$ cat src/rtl/crypt_pkg.sv
// Shared cipher package for the encrypter/decrypter pair: FSM states,
// byte and counter types, counter width.
package crypt_pkg;

  localparam int CTR_W = 8;

  typedef logic [7:0]       byte_t;
  typedef logic [CTR_W-1:0] ctr_t;

  typedef enum logic [1:0] {
    IDLE  = 2'd0,
    RUN   = 2'd1,
    DRAIN = 2'd2
  } state_t;

endpackage

$ cat src/rtl/stream_decrypter_if.sv
// Byte-stream handshake bundle for stream_decrypter: ciphertext in
// (valid/ready) and plaintext out (valid/ready/last).
interface stream_decrypter_if;
  import crypt_pkg::*;

  logic  in_valid;
  byte_t in_data;
  logic  in_ready;
  logic  out_valid;
  byte_t out_data;
  logic  out_last;
  logic  out_ready;

  // Decrypter side
  modport slave (
    input  in_valid, in_data, out_ready,
    output in_ready, out_valid, out_data, out_last
  );

  // Producer/consumer side
  modport master (
    output in_valid, in_data, out_ready,
    input  in_ready, out_valid, out_data, out_last
  );

endinterface

$ cat src/rtl/stream_decrypter_byte_decrypter.sv
// Combinational byte decrypter: exact inverse of byte_encrypter
// (c = (p ^ key) + ctr), so p = (c - ctr) ^ key, all mod 256.
module byte_decrypter
  import crypt_pkg::*;
(
  input  byte_t cipher,
  input  byte_t key,
  input  ctr_t  ctr,
  output byte_t plain
);

  assign plain = byte_t'(cipher - ctr) ^ key;

endmodule

$ cat src/rtl/stream_decrypter.sv
// stream_decrypter: recovers plaintext from a ciphertext byte stream, one
// byte per accepted beat, using counter (offset + byte index) mod 256.
// Registered valid/ready output stage with full backpressure.
// Optional feature: define STREAM_DECRYPTER_CHECKSUM_EN to add the
// `checksum` port (XOR of all plaintext bytes of the frame).
module stream_decrypter
  import crypt_pkg::*;
#(
  parameter int FRAME_LEN_W = 16
) (
  input  logic                   clk,
  input  logic                   rst_n,
  input  logic                   start,
  input  byte_t                  key,
  input  byte_t                  offset,
  input  logic [FRAME_LEN_W-1:0] frame_len,
  output logic                   busy,
  output logic                   done,
`ifdef STREAM_DECRYPTER_CHECKSUM_EN
  output byte_t                  checksum,
`endif
  stream_decrypter_if.slave      bus
);

  state_t                 state;
  state_t                 state_nxt;
  byte_t                  key_q;
  ctr_t                   ctr;
  logic [FRAME_LEN_W-1:0] remaining;

  byte_t out_data_q;
  logic  out_valid_q;
  logic  out_last_q;
  logic  done_q;

  byte_t plain;
  logic  in_ready_c;
  logic  launch;
  logic  accept;
  logic  drain_hs;
  logic  last_beat;
  logic  zero_len;

  assign launch    = (state == IDLE) && start;
  assign zero_len  = (frame_len == '0);
  assign accept    = bus.in_valid && in_ready_c;
  assign drain_hs  = out_valid_q && bus.out_ready;
  assign last_beat = (remaining == FRAME_LEN_W'(1));

  byte_decrypter u_byte_decrypter (
    .cipher (bus.in_data),
    .key    (key_q),
    .ctr    (ctr),
    .plain  (plain)
  );

  // FSM state register
  always_ff @(posedge clk or negedge rst_n) begin
    if (!rst_n) state <= IDLE;
    else        state <= state_nxt;
  end

  // FSM next-state logic
  always_comb begin
    state_nxt = state;
    case (state)
      IDLE:    if (launch && !zero_len) state_nxt = RUN;
      RUN:     if (accept && last_beat) state_nxt = DRAIN;
      DRAIN:   if (drain_hs)            state_nxt = IDLE;
      default:                          state_nxt = IDLE;
    endcase
  end

  // FSM outputs: input acceptance depends only on state, count and output stage
  always_comb begin
    in_ready_c = 1'b0;
    busy       = 1'b0;
    case (state)
      RUN: begin
        busy       = 1'b1;
        in_ready_c = (remaining != '0) && (!out_valid_q || bus.out_ready);
      end
      DRAIN:   busy = 1'b1;
      default: ;
    endcase
  end

  // Frame context: key, running counter and bytes still expected
  always_ff @(posedge clk or negedge rst_n) begin
    if (!rst_n) begin
      key_q     <= '0;
      ctr       <= '0;
      remaining <= '0;
    end else if (launch && !zero_len) begin
      key_q     <= key;
      ctr       <= offset;
      remaining <= frame_len;
    end else if (accept) begin
      ctr       <= ctr + ctr_t'(1);
      remaining <= remaining - FRAME_LEN_W'(1);
    end
  end

  // Output register: a new beat wins over a drain so throughput stays 1/cycle
  always_ff @(posedge clk or negedge rst_n) begin
    if (!rst_n) begin
      out_data_q  <= '0;
      out_valid_q <= 1'b0;
      out_last_q  <= 1'b0;
    end else if (accept) begin
      out_data_q  <= plain;
      out_valid_q <= 1'b1;
      out_last_q  <= last_beat;
    end else if (bus.out_ready) begin
      out_valid_q <= 1'b0;
      out_last_q  <= 1'b0;
    end
  end

  // Completion pulse: empty frame launch, or last byte taken by the consumer
  always_ff @(posedge clk or negedge rst_n) begin
    if (!rst_n) done_q <= 1'b0;
    else        done_q <= (launch && zero_len) || ((state == DRAIN) && drain_hs);
  end

`ifdef STREAM_DECRYPTER_CHECKSUM_EN
  byte_t checksum_q;

  // Running XOR of recovered plaintext; holds after done until the next launch
  always_ff @(posedge clk or negedge rst_n) begin
    if (!rst_n)      checksum_q <= '0;
    else if (launch) checksum_q <= '0;
    else if (accept) checksum_q <= checksum_q ^ plain;
  end

  assign checksum = checksum_q;
`endif

  assign bus.in_ready  = in_ready_c;
  assign bus.out_valid = out_valid_q;
  assign bus.out_data  = out_data_q;
  assign bus.out_last  = out_last_q;
  assign done          = done_q;

endmodule
$ cat src/flat_wrapper.sv
// flat-port wrapper written by rule: the top's interface ports become plain ports
module stream_decrypter_flat import crypt_pkg::*;
#(
  parameter int FRAME_LEN_W = 16
)
  (clk, rst_n, start, key, offset, frame_len, busy, done, bus_in_valid, bus_in_data, bus_out_ready, bus_in_ready, bus_out_valid, bus_out_data, bus_out_last);
  stream_decrypter_if bus_i ();
  input  logic clk;
  input  logic rst_n;
  input  logic start;
  input  byte_t key;
  input  byte_t offset;
  input  logic [FRAME_LEN_W-1:0] frame_len;
  output logic busy;
  output logic done;
  input wire logic [$bits(bus_i.in_valid)-1:0] bus_in_valid;
  input wire logic [$bits(bus_i.in_data)-1:0] bus_in_data;
  input wire logic [$bits(bus_i.out_ready)-1:0] bus_out_ready;
  output wire logic [$bits(bus_i.in_ready)-1:0] bus_in_ready;
  output wire logic [$bits(bus_i.out_valid)-1:0] bus_out_valid;
  output wire logic [$bits(bus_i.out_data)-1:0] bus_out_data;
  output wire logic [$bits(bus_i.out_last)-1:0] bus_out_last;
  assign bus_i.in_valid = bus_in_valid;
  assign bus_i.in_data = bus_in_data;
  assign bus_i.out_ready = bus_out_ready;
  assign bus_in_ready = bus_i.in_ready;
  assign bus_out_valid = bus_i.out_valid;
  assign bus_out_data = bus_i.out_data;
  assign bus_out_last = bus_i.out_last;
  stream_decrypter #(.FRAME_LEN_W(FRAME_LEN_W)) u_core (.clk(clk), .rst_n(rst_n), .start(start), .key(key), .offset(offset), .frame_len(frame_len), .busy(busy), .done(done), .bus(bus_i));
endmodule
$ cat config.mk
export PLATFORM = sky130hd
export DESIGN_NAME = stream_decrypter_flat
export DESIGN_NICKNAME = d
export VERILOG_FILES = /design/src/rtl/crypt_pkg.sv /design/src/rtl/stream_decrypter_if.sv /design/src/rtl/stream_decrypter_byte_decrypter.sv /design/src/rtl/stream_decrypter.sv /design/src/flat_wrapper.sv
export SDC_FILE = /design/constraint.sdc
export NUM_CORES = 1
export LEC_CHECK = 0
export ABC_AREA = 1
export BUFFER_PORTS_ARGS = -buffer_cell sky130_fd_sc_hd__buf_4
export CAP_MARGIN = 20
export CORE_ASPECT_RATIO = 1.2
export CORE_MARGIN = 2
export CORE_UTILIZATION = 37
export CTS_BUF_LIST = sky130_fd_sc_hd__clkbuf_8
export DETAILED_ROUTE_END_ITERATION = 10
export HOLD_SLACK_MARGIN = 0.1
export PLACE_DENSITY = 0.66
export SYNTH_ARGS = -nofsm -noshare
export SYNTH_HDL_FRONTEND = slang
export SYNTH_HIERARCHICAL = 1
export SYNTH_SLANG_ARGS = --single-unit
$ cat constraint.sdc
create_clock -name clk -period 3.7 [get_ports clk]
set_input_delay 0.185 -clock clk [delete_from_list [all_inputs] [get_ports clk]]
set_output_delay 0.185 -clock clk [all_outputs]
set_load 0.03 [all_outputs]
After elaboration in Yosys (flattened, before gate mapping)
Cells that the tools add are included.
{"block": "op_classes", "addsub": 3, "eq_ne": 6, "n_mux": 13, "n_bitwise": 1, "n_reduce_logical": 19}
{"cell": "2-to-1 mux 16 bit", "count": 2}
{"cell": "== test 16 x 1 -> 1 bit, second input constant", "count": 1}
{"cell": "logical NOT 16 bit", "count": 1}
{"cell": "2-to-1 mux 8 bit", "count": 2}
{"cell": "nonzero test 16 bit", "count": 1}
{"cell": "subtractor 16 x 1 -> 16 bit, second input constant", "count": 1}
{"cell": "adder 8 x 1 -> 8 bit, second input constant", "count": 1}
{"cell": "logical AND 1 bit", "count": 8}
{"cell": "subtractor 8 bit", "count": 1}
{"cell": "XOR 8 bit", "count": 1}
{"cell": "2-to-1 mux 2 bit", "count": 3}
{"cell": "one-hot mux 2 bit (3 select lines)", "count": 1}
{"cell": "2-to-1 mux 1 bit", "count": 5}
{"cell": "!= test 2 x 1 -> 1 bit, second input constant", "count": 2}
{"cell": "nonzero test 2 bit", "count": 2}
{"cell": "AND reduction 3 bit", "count": 1}
{"cell": "== test 2 x 1 -> 1 bit, second input constant", "count": 1}
{"cell": "== test 2 bit, second input constant", "count": 1}
{"cell": "logical NOT 1 bit", "count": 2}
{"cell": "logical NOT 2 bit", "count": 1}
{"cell": "logical OR 1 bit", "count": 2}
{"cell": "!= test 2 bit, second input constant", "count": 1}
{"cell": "OR reduction 2 bit", "count": 1}
{"block": "totals", "ff_bits": 45, "inputBits": 45, "out_inout_bits": 13, "wordCells": 50}

Longest topological paths before layout
Gate-level depths: netlist of run 1.
{"block": "logic_depth", "ltp_word": 8, "ltp_mapped": 13, "depth_no_buf": 13}

By module
The synthesis of run 1 kept the hierarchy.
{"mod": "stream_decrypter", "n_inst": 1, "cells_each": 331, "area_each_um2": 2586.2, "seq_area_each_um2": 1126.1}
{"mod": "byte_decrypter", "n_inst": 1, "cells_each": 90, "area_each_um2": 501.7, "seq_area_each_um2": 0.0}

Worst setup path after synthesis of run 1
Ideal clock, no wire load.
{"block": "synth_path", "path_kind": "reg-to-reg", "from": "reg u_core.state[1]", "to": "reg u_core.remaining[12]", "setup_ps": 122, "arrival_ps": 1415, "required_time_ps": 3578, "slack_ps": 2163, "stages_incl_launch_ff": 11, "path_buffers": 1, "synth_period_minus_slack_ps": 1537, "cell_sequence": "dfrtp_1 -> inv_1 -> ha_1 -> inv_1 -> a21oi_1 -> nand3_4 -> nand2_4 -> inv_6 -> buf_8 -> nand2_1 -> nand3_2"}
{"block": "synth_between", "elab_chain_len": 4, "elab_cells_between_ends": 8, "cone_classes": "eq/ne (1); mux (2); reduce/logical (5)"}
{"element": "start: declaration", "line": "stream_decrypter.sv:25", "text": "state_t state;"}
{"element": "start signal: assignment", "line": "stream_decrypter.sv:60", "text": "else state <= state_nxt;"}
{"element": "== test 2 x 1 -> 1 bit or logical NOT 2 bit (tied branches)", "line": "stream_decrypter.sv:78, stream_decrypter.sv:44"}
{"element": "2-to-1 mux 1 bit or logical AND 1 bit (tied branches)", "line": "stream_decrypter.sv:78, stream_decrypter.sv:44"}
{"element": "logical AND 1 bit (on tied branches)", "line": "stream_decrypter.sv:46, stream_decrypter.sv:94"}
{"element": "nonzero test 2 bit (no source line) or 2-to-1 mux 16 bit (tied branches)"}
{"element": "end signal: assignment", "line": "stream_decrypter.sv:97", "text": "remaining <= frame_len;"}
{"element": "end signal: assignment", "line": "stream_decrypter.sv:100", "text": "remaining <= remaining - FRAME_LEN_W'(1);"}
{"element": "end: declaration", "line": "stream_decrypter.sv:29", "text": "logic [FRAME_LEN_W-1:0] remaining;"}
Parallel ways exist; a longest one is shown, timed or not.
A chain may end at the register's enable or synchronous reset.

Worst setup path after layout of run 1
{"block": "layout_path", "from": "reg u_core.state[0]", "to": "reg u_core.remaining[0]"}
The elaborated chain is that of the path after synthesis.

==> impl_metrics.csv, run 1 <==
group,metric,value,unit
yosys,yosys-top-cells-area,"dfrtp_1 36%, nand2_1 18%, ha_1 6.1%",
timing,fin_crit,2.31,ns
grt,first_global_vias,2849,
worst_setup_path,crit_required,3.88,ns
pwr,p_leak,1.97,nW
yosys,yosysTopAreaCell,"dfrtp_1",
place,numPortBuffers,57,
floorplanning,core,8110,um2
timing,finalMaxSlewViolations,0,
worst_setup_path,crit_arrival,2.49,ns
cts,cts_root_buffer,"clkbuf_8",
floorplanning,fp-row-count,36,
floorplanning,chipHeight,104,um
grt,grt_overflow,0,
layout,num_antenna_cells,0,
worst_setup_path,slowest_stage,"nand2_2",
pwr,ir_worst_vdd,0.000369,V
yosys,synth.distinct_cells,34,
routing,antenna_left,0,
place,gp_congestion,0.838,
routing,wl_per_cell,12.1,um
timing,fin_ws,1.39,ns
cts,cts_buffer_depth,2,
yosys,syn_nets,482,
timing,relSlewSlack,52.8,%
hold_path,min_to,"u_core/ctr[1]$_DFFE_PN0P_",
floorplanning,ios,58,
yosys,yosys_warnings,6,
cts,cts.htree.levels,2,
cts,clock-sinks,45,
worst_setup_path,cp-start-kind,"flop",
cts,clk_pin_slew,0.08,ns
worst_setup_path,worstRegToRegCells,8,
hold_path,hold_depth,3,
layout,final.fill_count,847,
worst_setup_path,cp-startpoint,"u_core/state[0]$_DFFE_PN0P_",
cts,cts_made_buffers,5,
yosys,yosysSeqAreaShare,36.5,%
timing,fin_crit_sh,62.4,%
hold_path,hold_path_startpoint,"offset[1]",
timing,fin_skew,0.00888,ns
layout,layout-drive-gt1-share,18.3,%
layout,layout.cells.non_filler,581,
grt,gr-usage-met2,30.3,%
routing,dr.first_iter.drc_count,174,
floorplanning,die_x,87.4,um
timing,worst_pin_slew,0.705,ns
floorplanning,dieArea,9100,um2
cts,insertion_delay,0.30,ns
routing,vias_per_cell,4.77,
worst_setup_path,timing.rr.end,"u_core/remaining[0]$_DFFE_PN0P_",
worst_setup_path,crit_fanout,35,
timing,setup_viol,0,
routing,num_vias,2773,
worst_setup_path,r2r_setup_slack,1.39,ns
timing,hold_violations,0,
timing,hold_ws,0.110,ns
cts,cts_tree,"yes",
floorplanning,initial_core_util,38.1,%
place,dp_slack,1.40,ns
grt,grt_max_degree,46,
routing,first_pass_iters,4,
yosys,ys_ff_latch,45,
worst_setup_path,crit_type,"flop to flop",
grt,busiest_layer,"met2",
routing,drcViolationCount,0,
hold_path,hp-class,"input port to flop",
grt,grtUsageTotal,17.3,%
place,hpwl,5.17,mm
timing,fmax,433,MHz
yosys,synth_top_area_share,36.5,%
routing,wirelength,7.05,mm
layout,areaGrowthSynthToFinish,21.8,%
layout,fin_nets,546,
worst_setup_path,cpMostUsedCell,"inv_1",
worst_setup_path,r2r_start,"u_core/state[0]$_DFFE_PN0P_",
grt,grt_pass1_wl,12.7,mm
yosys,syn_area_per_cell,7.33,um2
yosys,syn_inst,421,
outcome,status,"completed",
grt,grt_util_met3,2.54,%
grt,antenna_found_initial,0,
worst_setup_path,crit_chain,"inv_1 > ha_1 > nand2_1 > inv_1 > nand2_2 > inv_2 > o21ai_0 > a21oi_1",
flow_run,drv_cap,0,
layout,utilization,46.4,%
worst_setup_path,cp-end-kind,"flop",
yosys,netlist_area,3090,um2
timing,grt_setup_unrepaired,"no",
place,dp.cells,562,
pwr,p_per_area,764,nW/um2
worst_setup_path,max_stage_delay,0.51,ns
timing,fin_setup_tns,0,ns
grt,grt_use_met1,21.7,%
==> cell usage after synthesis <==
| cell type | count |
|---|---|
| a21oi_1 | 5 |
| a21oi_2 | 1 |
| buf_2 | 6 |
| buf_6 | 1 |
| buf_8 | 1 |
| clkbuf_1 | 3 |
| clkinv_1 | 1 |
| dfrtp_1 | 45 |
| fa_1 | 1 |
| ha_1 | 15 |
| inv_1 | 44 |
| inv_2 | 3 |
| inv_6 | 1 |
| nand2_1 | 146 |
| nand2_2 | 6 |
| nand2_4 | 2 |
| nand3_1 | 34 |
| nand3_2 | 4 |
| nand3_4 | 1 |
| nand3b_1 | 2 |
| nand4_1 | 2 |
| nor2_1 | 38 |
| nor2_2 | 2 |
| nor2_4 | 1 |
| nor3_1 | 4 |
| o211ai_2 | 5 |
| o21ai_0 | 11 |
| o21ai_1 | 3 |
| o21bai_1 | 2 |
| o22ai_1 | 1 |
| o32ai_1 | 1 |
| or2_1 | 1 |
| xnor2_1 | 10 |
| xor2_1 | 18 |
==> layer usage <==
metal,part of all wire (%),routed length [um]
met1,44,3090
met2,51,3610
met3,3.5,248
met4,1.4,97
met5,0,0
==> logic make-up after synthesis <==
family	synth area share (%)
compound gates	6.36
buf+inv	8.31
fa+ha+maj	6.73
xor+xnor	7.94
flops	36.5
simple gates	34.2
==> critical path: cells and delay by family (launching register included) <==
kind            cells  cell delay (ns)
simple gates        2             0.59
buf+inv             3             0.56
fa+ha+maj           1             0.23
compound gates      2             0.38
flops               1             0.40
==> worst max path at each step <==
stage	depth (start not counted)	endpoint	slack, ns
6_report	8	u_core/remaining[0]$_DFFE_PN0P_	1.39
3_5_place_dp	8	u_core/remaining[0]$_DFFE_PN0P_	1.40
5_1_grt	10	u_core/remaining[3]$_DFFE_PN0P_	1.14
2_1_floorplan	10	u_core/remaining[12]$_DFFE_PN0P_	2.16
4_1_cts	8	u_core/remaining[0]$_DFFE_PN0P_	1.39
3_3_place_gp	9	u_core/remaining[0]$_DFFE_PN0P_	1.45
==> sequential cells by signal (all words and copies together), names as in the netlist <==
signal	cells
u_core/remaining	16
u_core/done	1
u_core/bus.out_data	8
u_core/state	2
u_core/key_q	8
u_core/bus.out_valid	1
u_core/ctr	8
u_core/bus.out_last	1
==> final cells by class <==
| cell class | count | area (um2) | share of cell area [%] |
|---|---|---|---|
| clock buffer | 5 | 68.8 | 1.83 |
| clock inverter | 3 | 15.0 | 0.399 |
| inverter | 49 | 189 | 5.02 |
| multi-input combinational | 316 | 1710 | 45.3 |
| sequential | 45 | 1130 | 29.9 |
| tap | 95 | 119 | 3.16 |
| timing repair buffer | 68 | 538 | 14.3 |
==> per-stage QoR <==
stage / cell area, um2 / power (W)
2_1_floorplan: 3090 / 0.00222
6_report: 3760 / 0.00287
4_1_cts: 3760 / 0.00291
3_3_place_gp: 3570 / 0.00253
3_5_place_dp: 3570 / 0.00258
5_1_grt: 3760 / 0.00319
==> power breakdown <==
part	internal (W)	switching [W]
registers	0.000719	0.000206
logic	0.000652	0.000994
clock network	0.000129	0.000174
==> layout by cell type (no fill, tap or decap), types with 2 or more instances in the layout <==
cell type	n
a21oi_1	5
buf_4	57
clkbuf_8	5
dfrtp_1	45
dlygate4sd3_1	11
ha_1	15
inv_1	46
inv_2	3
nand2_1	146
nand2_2	6
nand2_4	2
nand3_1	34
nand3_2	4
nand3b_1	2
nand4_1	2
nor2_1	38
nor2_2	2
nor3_1	4
o211ai_2	5
o21ai_0	11
o21ai_1	3
o21bai_1	2
xnor2_1	10
xor2_1	18
==> timing repair <==
item	4_1_cts	5_1_grt
setup endpoints to repair	0	0
resized for setup	0	0
endpoints found under the hold margin	55	0
hold buffers	11	0
setup buffers	0	0
Power figures use the tool's default switching activity.
==> run 2, diff against run 1 <==
--- a/config.mk
+++ b/config.mk
@@ -14,7 +14,7 @@
 export CTS_BUF_LIST = sky130_fd_sc_hd__clkbuf_8
 export DETAILED_ROUTE_END_ITERATION = 10
 export HOLD_SLACK_MARGIN = 0.1
-export PLACE_DENSITY = 0.66
+export PLACE_DENSITY = 0.68
 export SYNTH_ARGS = -nofsm -noshare
 export SYNTH_HDL_FRONTEND = slang
 export SYNTH_HIERARCHICAL = 1
==> constraint.sdc (replaced) <==
create_clock -name clk -period 2.1 [get_ports clk]
set_input_delay 0.105 -clock clk [delete_from_list [all_inputs] [get_ports clk]]
set_output_delay 0.105 -clock clk [all_outputs]
set_load 0.03 [all_outputs]
==> run 2 against run 1 <==
  * Combinational power up 81%
  * Utilization rose by 2.3 points
  * Die area did not move
  * Hold slack lost 0.016 ns
  * Register-to-register slack got worse by 1.2 ns
  * Sequential cell count did not move
  * Routed wire length rose by 4.9%
  * Largest cell class unchanged
  * Largest power group unchanged
  * Highest routed layer unchanged
==> impl_metrics.csv, run 2 (same netlist as run 1, synthesis figures left out) <==
group,metric,value,unit
outcome,status,"completed",
worst_setup_path,cp-start-kind,"input port",
worst_setup_path,r2r_setup_slack,0.23,ns
worst_setup_path,timing.rr.end,"u_core/ctr[3]$_DFFE_PN0P_",
timing,fin_ws,0.196,ns
routing,first_pass_iters,4,
routing,antenna_left,0,
place,gp_congestion,0.900,
grt,grtUsageTotal,16.9,%
layout,layout-drive-gt1-share,18.3,%
timing,hold_violations,0,
hold_path,hold_depth,3,
grt,first_global_vias,2816,
pwr,p_leak,2.05,nW
grt,grt_pass1_wl,12.6,mm
layout,final_common_cell,"nand2_1",
layout,largest_register_ffs,16,
pwr,pwr-share-comb,57.8,%
worst_setup_path,worstRegToRegCells,9,
cts,cts_tree,"yes",
floorplanning,core,8110,um2
timing,relSlewSlack,61.5,%
timing,grt_setup_unrepaired,"no",
timing,fin_crit,1.90,ns
layout,utilization,48.7,%
floorplanning,dieArea,9100,um2
pwr,clkPwrFrac,10.3,%
layout,largest-register,"u_core/remaining",
grt,antenna_found_initial,0,
place,numPortBuffers,57,
routing,wirelength,7.39,mm
pwr,p_int,0.00272,W
layout,final_cell_mix,"146 x nand2_1, 60 x buf_4, 45 x inv_1, 45 x dfrtp_1, 38 x nor2_1",
cts,cts_made_buffers,5,
pwr,pwr-share-seq,31.8,%
floorplanning,fp-row-count,36,
flow_run,drv_cap,0,
timing,setup_viol,0,
timing,fin_setup_tns,0,ns
pwr,p_switching,0.00246,W
cts,insertion_delay,0.29,ns
grt,grt_max_degree,46,
pwr,ir_worst_vdd,0.000414,V
cts,cts_buffer_depth,2,
grt,grt_overflow,0,
cts,cts_root_buffer,"clkbuf_8",
place,hpwl,5.48,mm
cts,cts.htree.levels,2,
routing,num_vias,2851,
routing,wl_per_cell,12.3,um
timing,fin_crit_sh,90.6,%
floorplanning,ios,58,
worst_setup_path,cp-end-kind,"flop",
routing,dr.first_iter.drc_count,136,
routing,drcViolationCount,0,
pwr,switching_share,47.5,%
place,dp_slack,0.219,ns
timing,finalMaxSlewViolations,0,
floorplanning,die_x,87.4,um
layout,final.fill_count,833,
hold_path,min_to,"u_core/remaining[0]$_DFFE_PN0P_",
floorplanning,initial_core_util,38.1,%
cts,clk_pin_slew,0.08,ns
floorplanning,chipHeight,104,um
cts,clock-sinks,45,
layout,fin_nets,565,
timing,fin_skew,0.00545,ns
worst_setup_path,crit_fanout,21,
cts,post_cts_buffers,0,
routing,vias_per_cell,4.76,
worst_setup_path,crit_arrival,2.07,ns
pwr,power,0.00518,W
worst_setup_path,crit_required,2.27,ns
layout,areaGrowthSynthToFinish,27.8,%
hold_path,hp-class,"input port to flop",
timing,fmax,525,MHz
worst_setup_path,r2r_start,"u_core/remaining[0]$_DFFE_PN0P_",
timing,worst_pin_slew,0.578,ns
hold_path,hold_path_startpoint,"frame_len[0]",
pwr,p_per_area,1310,nW/um2
layout,num_antenna_cells,0,
worst_setup_path,crit_type,"input port to flop",
[run 2: layout make-up]
cell class / instances / area (um2) / share of cell area [%]
multi-input combinational: 316 / 1710 / 43.2
sequential: 45 / 1130 / 28.5
timing repair buffer: 87 / 721 / 18.3
inverter: 49 / 190 / 4.82
tap: 95 / 119 / 3.01
clock buffer: 6 / 82.6 / 2.09
clock inverter: 1 / 3.75 / 0.0951
[run 2: worst max-delay path by stage]
stage / startpoint / endpoint
after floorplan: u_core/state[1]$_DFFE_PN0P_ / u_core/remaining[12]$_DFFE_PN0P_
after global placement: u_core/state[1]$_DFFE_PN0P_ / u_core/remaining[6]$_DFFE_PN0P_
after detailed placement: u_core/state[1]$_DFFE_PN0P_ / u_core/ctr[3]$_DFFE_PN0P_
after CTS: u_core/state[1]$_DFFE_PN0P_ / u_core/ctr[3]$_DFFE_PN0P_
after global routing: u_core/state[1]$_DFFE_PN0P_ / u_core/remaining[5]$_DFFE_PN0P_
final: frame_len[12] / u_core/ctr[4]$_DFFE_PN0P_
[run 2: what timing repair did]
action / in CTS / in global routing
endpoints found under the hold margin: 71 / 0
resized for setup: 0 / 1
hold buffers: 27 / 0
endpoints found under the setup margin: 0 / 6
[run 2: worst max-delay path, cell delays in order]
cell           delay [ns]
dlygate4sd3_1        0.55
buf_4                0.15
nor2_1               0.09
nand2_1              0.06
nor2_1               0.18
nand2_1              0.14
nand2_2              0.19
inv_2                0.19
buf_4                0.24
nand2_1              0.09
o211ai_2             0.08
[run 2: power by group through the flow]
stage | combinational (W) | clock, W | sequential (W)
2_1_floorplan | 0.00218 | 0 | 0.00173
3_3_place_gp | 0.00289 | 0 | 0.00165
3_5_place_dp | 0.00296 | 0 | 0.00166
4_1_cts | 0.00301 | 0.000546 | 0.00165
5_1_grt | 0.00341 | 0.000582 | 0.00171
6_report | 0.00299 | 0.000535 | 0.00165
[run 2: routing by layer]
metal / vias to the layer above / GRT usage (%) / part of all wire [%]
met1: 1302 / 21.5 / 44
li1: 1479 / - / -
met4: 0 / 4.07 / 0.92
met2: 64 / 29.9 / 51
met5: - / 0 / 0
met3: 6 / 2.38 / 4.2
[run 2: per-stage QoR]
| step | hold slack (ns) | std cells | instance area, um2 |
|---|---|---|---|
| 5_1_grt | 0.134 | 599 | 3950 |
| 2_1_floorplan | -0.191 | 421 | 3090 |
| 3_5_place_dp | 0.136 | 565 | 3590 |
| 6_report | 0.0942 | 599 | 3950 |
| 3_3_place_gp | 0.144 | 565 | 3590 |
| 4_1_cts | 0.101 | 599 | 3950 |
==> run 3, diff against run 2 <==
--- a/config.mk
+++ b/config.mk
@@ -6,7 +6,7 @@
 export NUM_CORES = 1
 export LEC_CHECK = 0
 export ABC_AREA = 1
-export BUFFER_PORTS_ARGS = -buffer_cell sky130_fd_sc_hd__buf_4
+export BUFFER_PORTS_ARGS = -buffer_cell sky130_fd_sc_hd__buf_2
 export CAP_MARGIN = 20
 export CORE_ASPECT_RATIO = 1.2
 export CORE_MARGIN = 2
@@ -14,7 +14,7 @@
 export CTS_BUF_LIST = sky130_fd_sc_hd__clkbuf_8
 export DETAILED_ROUTE_END_ITERATION = 10
 export HOLD_SLACK_MARGIN = 0.1
-export PLACE_DENSITY = 0.68
+export PLACE_DENSITY = 0.66
 export SYNTH_ARGS = -nofsm -noshare
 export SYNTH_HDL_FRONTEND = slang
 export SYNTH_HIERARCHICAL = 1
==> constraint.sdc (replaced) <==
create_clock -name clk -period 1.87 [get_ports clk]
set_input_delay 0.0935 -clock clk [delete_from_list [all_inputs] [get_ports clk]]
set_output_delay 0.0935 -clock clk [all_outputs]
set_load 0.03 [all_outputs]
==> run 3 against run 2 <==
  * Register-to-register slack worse by 0.03 ns
  * Hold slack better by 0.025 ns
  * Total power grew 15%
  * Critical endpoint is now u_core/remaining[2]$_DFFE_PN0P_
==> impl_metrics.csv, run 3 (same netlist as run 1, synthesis figures left out) <==
group,metric,value,unit
routing,wl_per_cell,12.1,um
layout,layout-drive-gt1-share,19.9,%
cts,insertion_delay,0.30,ns
timing,fmax,589,MHz
hold_path,hp-class,"input port to flop",
worst_setup_path,critPathTopFamily,"buffers and inverters",
layout,design_area,3930,um2
floorplanning,core,8110,um2
worst_setup_path,crit_type,"input port to flop",
timing,fin_skew,0.00401,ns
flow_run,drv_cap,0,
layout,fin_nets,573,
grt,grt_pass1_wl,12.7,mm
cts,cts_buffer_depth,2,
floorplanning,initial_core_util,38.1,%
worst_setup_path,crit_fanout,19,
worst_setup_path,cp-start-kind,"input port",
floorplanning,fp-row-count,36,
layout,final_cell_mix,"145 x nand2_1, 57 x buf_2, 45 x inv_1, 45 x dfrtp_1, 37 x nor2_1",
layout,largest-register,"u_core/remaining",
worst_setup_path,cp-end-kind,"flop",
cts,clk_pin_slew,0.08,ns
layout,final_common_cell,"nand2_1",
grt,first_global_vias,2923,
place,numPortBuffers,57,
layout,utilization,48.5,%
routing,num_vias,2870,
cts,cts_root_buffer,"clkbuf_8",
layout,largest_register_ffs,16,
routing,top_layer,"met4",
place,hpwl,5.53,mm
timing,relSlewSlack,48.3,%
grt,grtUsageTotal,17.2,%
place,gp_congestion,0.840,
timing,setup_viol,0,
routing,met2_wirelength,3.87,mm
worst_setup_path,r2r_start,"u_core/ctr[0]$_DFFE_PN0P_",
cts,cts_made_buffers,5,
timing,worst_pin_slew,0.775,ns
worst_setup_path,slowest_stage,"dlygate4sd3_1",
worst_setup_path,crit_required,2.06,ns
worst_setup_path,cp-startpoint,"frame_len[15]",
floorplanning,dieArea,9100,um2
floorplanning,ios,58,
worst_setup_path,path_buf_inv,4,
hold_path,hold_path_startpoint,"frame_len[7]",
worst_setup_path,crit_chain,"dlygate4sd3_1 > buf_2 > nor2_1 > nand2_1 > nor2_1 > nand2_2 > nand2_4 > inv_2 > buf_12 > nor3_1 > nor2_1",
timing,finalMaxSlewViolations,0,
routing,antenna_left,0,
layout,areaGrowthSynthToFinish,27.4,%
grt,grt_overflow,0,
routing,drcViolationCount,0,
routing,first_pass_iters,4,
grt,antenna_found_initial,0,
outcome,status,"completed",
floorplanning,chipHeight,104,um
timing,grt_setup_unrepaired,"no",
worst_setup_path,cpMostUsedCell,"nor2_1",
pwr,p_leak,2.07,nW
floorplanning,die_x,87.4,um
routing,m1WireLength,3.14,mm
timing,hold_violations,0,
timing,fin_crit_sh,90.8,%
layout,num_antenna_cells,0,
place,placedInstanceArea,3500,um2
cts,clock-sinks,45,
cts,post_cts_buffers,0,
timing,fin_crit,1.70,ns
routing,wl_met3,327,um
cts,cts_tree,"yes",
grt,grt_max_degree,33,
timing,fin_setup_tns,0,ns
worst_setup_path,crit_arrival,1.88,ns
cts,cts.htree.levels,2,
pwr,ir_worst_vdd,0.000678,V
pwr,p_per_area,1510,nW/um2
routing,vias_per_cell,4.72,
routing,dr.first_iter.drc_count,131,
pwr,power,0.00593,W
routing,wirelength,7.38,mm
worst_setup_path,max_stage_delay,0.54,ns
run 3: cell type report:
cell class / count / area (um2)
clock buffers: 6 / 82.6
clock inverters: 2 / 33.8
fillers: 845 / 4170
inverters: 49 / 189
multi-input cells: 316 / 1730
flip-flops and latches: 45 / 1130
well taps: 95 / 119
repair buffers: 95 / 656
run 3: power by group:
part / switching (W) / internal [W] / total [W] / leakage (nW)
registers: 0.000405 / 0.00142 / 0.00183 / 0.562
logic: 0.00202 / 0.00131 / 0.00334 / 1.44
clock network: 0.000335 / 0.000431 / 0.000766 / 0.0626
run 3: worst paths after layout:
path                                                 endpoint  slack [ns]  cells past startpoint
max                           u_core/remaining[2]$_DFFE_PN0P_        0.17                     11
min                           u_core/remaining[7]$_DFFE_PN0P_        0.12                      3
max reg2reg                u_core/bus.out_data[4]$_DFFE_PN0P_        0.20                     10
min reg2reg                u_core/bus.out_data[3]$_DFFE_PN0P_        0.48                      2
max in group asynchronous         u_core/key_q[0]$_DFFE_PN0P_        0.83                      3
min in group asynchronous  u_core/bus.out_data[4]$_DFFE_PN0P_        0.41                      2
run 3: timing repair:
item,4_1_cts,5_1_grt
gates resized for setup,0,5
endpoints found under the setup margin,0,22
hold buffers,29,0
hold endpoints to repair,58,0
run 3: layer usage:
layer / up-vias / track usage (%)
met1: 1315 / 20.4
met2: 59 / 32.0
met4: 0 / 2.86
met3: 5 / 3.02
li1: 1491 / -
met5: - / 0
run 3: stage by stage:
step | setup slack, ns | hold slack, ns | std cells
finish | 0.171 | 0.120 | 608
global route | 0.0194 | 0.155 | 608
CTS | 0.101 | 0.119 | 608
detailed placement | 0.117 | 0.220 | 571
global placement | 0.221 | 0.215 | 571
floorplan | 0.333 | -0.202 | 421
run 3: worst reg2reg max path, cell delays in order, from the launching register on:
cell	delay, ns
dfrtp_1	0.42
ha_1	0.16
inv_1	0.07
fa_1	0.41
nand2_1	0.08
nand2_1	0.07
nand2_1	0.08
xnor2_1	0.11
inv_1	0.05
nand2_1	0.06
nand2_1	0.04
